<file path="config.mk">
export PLATFORM = sky130hd
export DESIGN_NAME = arbitro_memoria_datos
export DESIGN_NICKNAME = d
export VERILOG_FILES = /design/src/rtl/arbitro_memoria_datos.sv
export SDC_FILE = /design/constraint.sdc
export NUM_CORES = 1
export LEC_CHECK = 0
export CAP_MARGIN = 30
export CORE_MARGIN = 1
export CORE_UTILIZATION = 44
export DETAILED_ROUTE_END_ITERATION = 8
export PLACE_DENSITY = 0.85
export SLEW_MARGIN = 40
export SYNTH_ARGS = -nofsm -noshare
export SYNTH_HDL_FRONTEND = slang
export SYNTH_SLANG_ARGS = --single-unit
</file>
<file path="constraint.sdc">
create_clock -name clk -period 3.3 [get_ports clk]
set_clock_uncertainty 0.05 [all_clocks]
set_input_delay 0.66 -clock clk [delete_from_list [all_inputs] [get_ports clk]]
set_output_delay 0.66 -clock clk [all_outputs]
set_load 0.03 [all_outputs]
</file>
<file path="src/rtl/arbitro_memoria_datos.sv">
// Two-port round-robin arbiter/sequencer in front of the single data memory (memoria_datos).
// Optional macro PRIORIDAD_FIJA_EN: port 0 always wins simultaneous requests.
module arbitro_memoria_datos #(
  parameter int unsigned ANCHO_DIR  = 8,
  parameter int unsigned ANCHO_DATO = 32
) (
  input  logic                  clk,
  input  logic                  rst_n,
  input  logic                  req0,
  input  logic                  esc0,
  input  logic [ANCHO_DIR-1:0]  direc0,
  input  logic [ANCHO_DATO-1:0] dato0,
  output logic                  ack0,
  output logic [ANCHO_DATO-1:0] leido0,
  input  logic                  req1,
  input  logic                  esc1,
  input  logic [ANCHO_DIR-1:0]  direc1,
  input  logic [ANCHO_DATO-1:0] dato1,
  output logic                  ack1,
  output logic [ANCHO_DATO-1:0] leido1,
  output logic                  EscrMem,
  output logic                  LeerMem,
  output logic [ANCHO_DIR-1:0]  Direc,
  output logic [ANCHO_DATO-1:0] Datain,
  input  logic [ANCHO_DATO-1:0] Dataout
);

  localparam logic [1:0] OCIOSO    = 2'd0;
  localparam logic [1:0] ACCESO    = 2'd1;
  localparam logic [1:0] RESPUESTA = 2'd2;

  logic [1:0]            state_q, state_d;
  logic                  ganador_q, ganador_d;
  logic                  esc_q, esc_d;
  logic [ANCHO_DIR-1:0]  direc_q, direc_d;
  logic [ANCHO_DATO-1:0] dato_q, dato_d;
  logic [ANCHO_DATO-1:0] leido0_q, leido0_d;
  logic [ANCHO_DATO-1:0] leido1_q, leido1_d;
  logic                  gana;

`ifdef PRIORIDAD_FIJA_EN
  assign gana = ~req0;
`else
  logic ultimo_q, ultimo_d;

  // On a conflict the port that was not served last wins.
  always_comb begin
    gana = ~req0;
    if (req0 && req1) begin
      gana = ~ultimo_q;
    end
  end
`endif

  always_comb begin
    state_d   = state_q;
    ganador_d = ganador_q;
    esc_d     = esc_q;
    direc_d   = direc_q;
    dato_d    = dato_q;
    leido0_d  = leido0_q;
    leido1_d  = leido1_q;
`ifndef PRIORIDAD_FIJA_EN
    ultimo_d  = ultimo_q;
`endif
    case (state_q)
      OCIOSO: begin
        if (req0 || req1) begin
          ganador_d = gana;
          esc_d     = gana ? esc1   : esc0;
          direc_d   = gana ? direc1 : direc0;
          dato_d    = gana ? dato1  : dato0;
          state_d   = ACCESO;
        end
      end
      ACCESO: begin
        if (!esc_q) begin
          if (ganador_q) begin
            leido1_d = Dataout;
          end else begin
            leido0_d = Dataout;
          end
        end
`ifndef PRIORIDAD_FIJA_EN
        ultimo_d = ganador_q;
`endif
        state_d = RESPUESTA;
      end
      RESPUESTA: state_d = OCIOSO;
      default:   state_d = OCIOSO;
    endcase
  end

  always_ff @(posedge clk or negedge rst_n) begin
    if (!rst_n) begin
      state_q   <= OCIOSO;
      ganador_q <= 1'b0;
      esc_q     <= 1'b0;
      direc_q   <= '0;
      dato_q    <= '0;
      leido0_q  <= '0;
      leido1_q  <= '0;
`ifndef PRIORIDAD_FIJA_EN
      ultimo_q  <= 1'b1;
`endif
    end else begin
      state_q   <= state_d;
      ganador_q <= ganador_d;
      esc_q     <= esc_d;
      direc_q   <= direc_d;
      dato_q    <= dato_d;
      leido0_q  <= leido0_d;
      leido1_q  <= leido1_d;
`ifndef PRIORIDAD_FIJA_EN
      ultimo_q  <= ultimo_d;
`endif
    end
  end

  // Memory strobes only during the single access cycle; address/data hold the last latch.
  assign EscrMem = (state_q == ACCESO) &  esc_q;
  assign LeerMem = (state_q == ACCESO) & ~esc_q;
  assign Direc   = direc_q;
  assign Datain  = dato_q;

  assign ack0   = (state_q == RESPUESTA) & ~ganador_q;
  assign ack1   = (state_q == RESPUESTA) &  ganador_q;
  assign leido0 = leido0_q;
  assign leido1 = leido1_q;

endmodule

</file>
# == After elaboration in Yosys (flattened, before gate mapping) ==
# Cells that the tools add are included.
# totals
reg_bits,109
input_bits,118
output_inout_bits,108
word_cells,31
# classes
eq_ne,3
n_mux,6
bitwise_logic,8
reduce_logical,6
# ops
op,count
$mux W32,1
$mux W8,1
$reduce_and A3 Y1,2
$and A1 B1 Y1,4
$not A1 Y1,4
$pmux W2 S2,1
$eq A2 B1 Y1 const B,1
$eq A2 B2 Y1 const B,1
$logic_not A2 Y1,1
$mux W1,2
$mux W2,1
$ne A2 B2 Y1 const B,1
$reduce_and A2 Y1,1
$logic_and A1 B1 Y1,1
$logic_or A1 B1 Y1,1

# == Logic depth before layout (Yosys ltp) ==
# logic_depth
word_depth,3
mapped_depth,7
depth_no_buf,3

# == Worst setup path before layout ==
# Ideal clock, no wire load.
# synth_timing
path_type,register to register
from,register state_q[1]
to,register leido1_q[14] (netlist: leido1[14])
setup_ps,125
t_arrival_ps,1724
required_time_ps,3125
setup_slack_ps,1401
path_stages_with_launch,6
n_path_buf,2
synth_period_minus_slack_ps,1899
cell_sequence,dfrtp_1 > nor3b_2 > and2_1 > buf_2 > buf_4 > mux2_2
# synth_via
elab_chain_len,2
# synth_rtl
item,line,rtl
from (decl),32,"logic [1:0] state_q, state_d;"
from (signal assigned),107,state_q <= state_d;
$eq A2 B1 Y1,66,case (state_q)
$reduce_and A3 Y1 (no source line),--,
to (signal assigned),113,leido1_q <= leido1_d;
to (decl),38,"logic [ANCHO_DATO-1:0] leido1_q, leido1_d;"
# Every way passes these cells.
# A chain may end at the register's enable or synchronous reset.

# == Worst setup path in the final report ==
# layout_timing
from,register state_q[0]
to,output port EscrMem
# layout_via
elab_chain_len,2
# layout_rtl
item,line,rtl
$eq A2 B1 Y1,121,assign EscrMem = (state_q == ACCESO) & esc_q;
$and A1 B1 Y1,121,
to (decl),21,"output logic EscrMem,"
# Every way passes these cells.

==> flow_summary_export.csv <==
group,metric,value,unit
clock_network,clkTransAtPathRegs,0.10,ns
final_layout,design_area,0.00740,sq mm
die,die-height,108,um
pwr,ir_drop,0.000578,V
pwr,p_per_area,1030,mW/mm^2
grt,first_global_vias,3927,
die,rows,38,
yosys,synth_edf_count,0,
setup_path,critPathKind,"reg -> out",
setup_path,cp.buffers_inverters,1,
yosys,ys.warnings.count,0,
die,dieArea,0.0116,sq mm
sta,relSlewSlack,54.8,%
clock_network,post_cts_buffers,0,
sta,fmax,381,MHz
pwr,p_leak,2.86,nW
sta,post-route-period-util,79.4,%
yosys,seq_area_frac_synth,55.7,%
final_layout,antenna_cells,0,
clock_network,cts_sinks,109,
yosys,synth.distinct_cells,23,
grt,antenna_found_initial,0,
setup_path,critPathMaxStageDelay,0.69,ns
sta,fin_setup_tns,0,ns
sta,fin_crit,2.62,ns
clock_network,cts_hold_buf,0,
yosys,syn-cell-area,0.00490,sq mm
place,gp_congestion,0.788,
clock_network,ctsLongestPathBuffers,2,
die,fp.dieW,108,um
detailed_routing,ant_nets,0,
final_layout,layout.nets,714,
yosys,post_synth.cell_area_avg,12.5,sq um
final_layout,drive_above_1_share,20.3,%
die,ios,226,
setup_path,crit_fanout,5,
clock_network,worstSkewPairLatency,0.36,ns
detailed_routing,vias_per_cell,5.36,
sta,setup_violations,0,
final_layout,area_growth,51.0,%
clock_network,cts-resized-gates,0,
clock_network,clockRootBuffer,"clkbuf_8",
yosys,synth_top_area_share,55.2,%
sta,rsz0062_at_grt,"false",
job,maxCapViolations,0,
hold_path,holdCritPathClass,"in -> async",
grt,grt_max_degree,65,
setup_path,arrival,1.91,ns
setup_path,startpoint_type,"register",
sta,slew_violations,0,
detailed_routing,drc,0,
yosys,ys_seq_elements,109,
detailed_routing,drtIter0Drc,179,
yosys,synthArstFlopShare,100,%
setup_path,crit_slowest_cell,"clkdlybuf4s50_1",
detailed_routing,wl,13.0,mm
setup_path,path_cells,"nor2b_1, and2_1, clkdlybuf4s50_1",
clock_network,tritoncts,"built",
clock_network,h-tree-depth,3,
setup_path,cp-end-kind,"output port",
sta,final-hold-violation-count,0,
place,place_area,0.00719,sq mm
yosys,synth_top_cell_by_area,"dfrtp_1",
grt,grt_first_pass_wirelength,20.0,mm
setup_path,required,2.59,ns
yosys,ys.flop_type,"dfrtp_1",
detailed_routing,wl_per_cell,17.6,um
place,dp_hpwl,9.42,mm
clock_network,numCtsBuffers,9,
die,start_util,45.2,%
detailed_routing,vias,3974,
outcome,outcome,"complete, no violations",
yosys,synth_nets,511,
grt,gr-total-overflow,0,
detailed_routing,drtPass1Iterations,4,
sta,worstMarginPinSlew,0.677,ns
yosys,synthTopCellsByCount,"dfrtp_1, mux2_2, a21oi_1",
yosys,synth_area_leaders,"dfrtp_1, mux2_2, a31oi_2",
setup_path,cp_top_family,"buffers and inverters",
yosys,synth_most_common_cell,"dfrtp_1",
yosys,syn_inst,393,
grt,grt_usage,22.4,%
die,core,0.0108,sq mm
place,numPortBuffers,225,
final timing paths:
| kind | startpoint | end | slack (ns) | cells after the start |
|---|---|---|---|---|
| hold reg to reg | leido0[18] | leido0[18] | 0.45 | 1 |
| max in group asynchronous | rst_n | leido1[6] | 2.22 | 2 |
| setup / recovery | state_q[0] | EscrMem | 0.68 | 3 |
| hold / removal | rst_n | leido0[9] | 0.24 | 1 |
| setup reg to reg | state_q[1] | Datain[28] | 1.21 | 4 |
| min in group clk | leido0[18] | leido0[18] | 0.45 | 1 |
per-stage QoR:
stage,instances,hold slack [ns],power (mW),utilization [%],setup slack (ns)
6_report,741,0.236,7.63,68.2,0.679
5_1_grt,741,0.259,8.03,68.2,0.582
4_1_cts,741,0.251,7.70,68.2,0.667
3_5_place_dp,725,0.428,6.87,66.3,0.639
3_3_place_gp,725,0.418,6.73,66.3,0.499
2_1_floorplan,393,0.314,5.07,-,1.40
cell usage in the layout (no fill, tap or decap), types with 2 or more instances in the layout:
cell type,count
nand3_1,41
mux2_2,51
a21oi_1,42
clkdlybuf4s50_1,224
dfrtp_1,108
and2_1,2
a31oi_2,39
clkbuf_8,9
clkinv_4,2
buf_4,7
mux2_1,14
o21ai_0,41
inv_6,2
a31oi_1,3
routing by layer:
layer / up-vias / track usage [%] / share of wire, %
li1: 1843 / - / -
met1: 1950 / 27.5 / 41
met2: 168 / 39.6 / 51
met3: 13 / 4.48 / 7.0
met4: 0 / 6.95 / 1.4
met5: - / 0 / 0
report_power, final:
group	switching [mW]	leakage, nW	internal, mW	total (mW)
combinational	2.45	1.48	1.94	4.39
clock	0.465	0.106	0.364	0.829
sequential	0.397	1.28	2.02	2.41
total	3.31	2.86	4.32	7.63
final cells by class:
cell class                      instances  area, sq um
Clock buffer                            9          124
Inverter                                1         3.75
Clock inverter                          7         81.3
Multi-Input combinational cell        243         1970
Sequential cell                       109         2730
Timing Repair Buffer                  232         2310
Fill cell                             803         3440
Tap cell                              140          175
flip-flops by register name (all words and copies together) (netlist names):
| signal | cells |
|---|---|
| Datain | 32 |
| leido0 | 32 |
| leido1 | 32 |
| Direc | 8 |
| state_q | 2 |
| esc_q | 1 |
| ganador_q | 1 |
| ultimo_q | 1 |
logic make-up after synthesis:
logic type	share of synthesized area, %
compound gates	18.8
flops	55.7
mux	14.9
simple gates	5.93
buf+inv	4.60
Power figures use the tool's default switching activity.
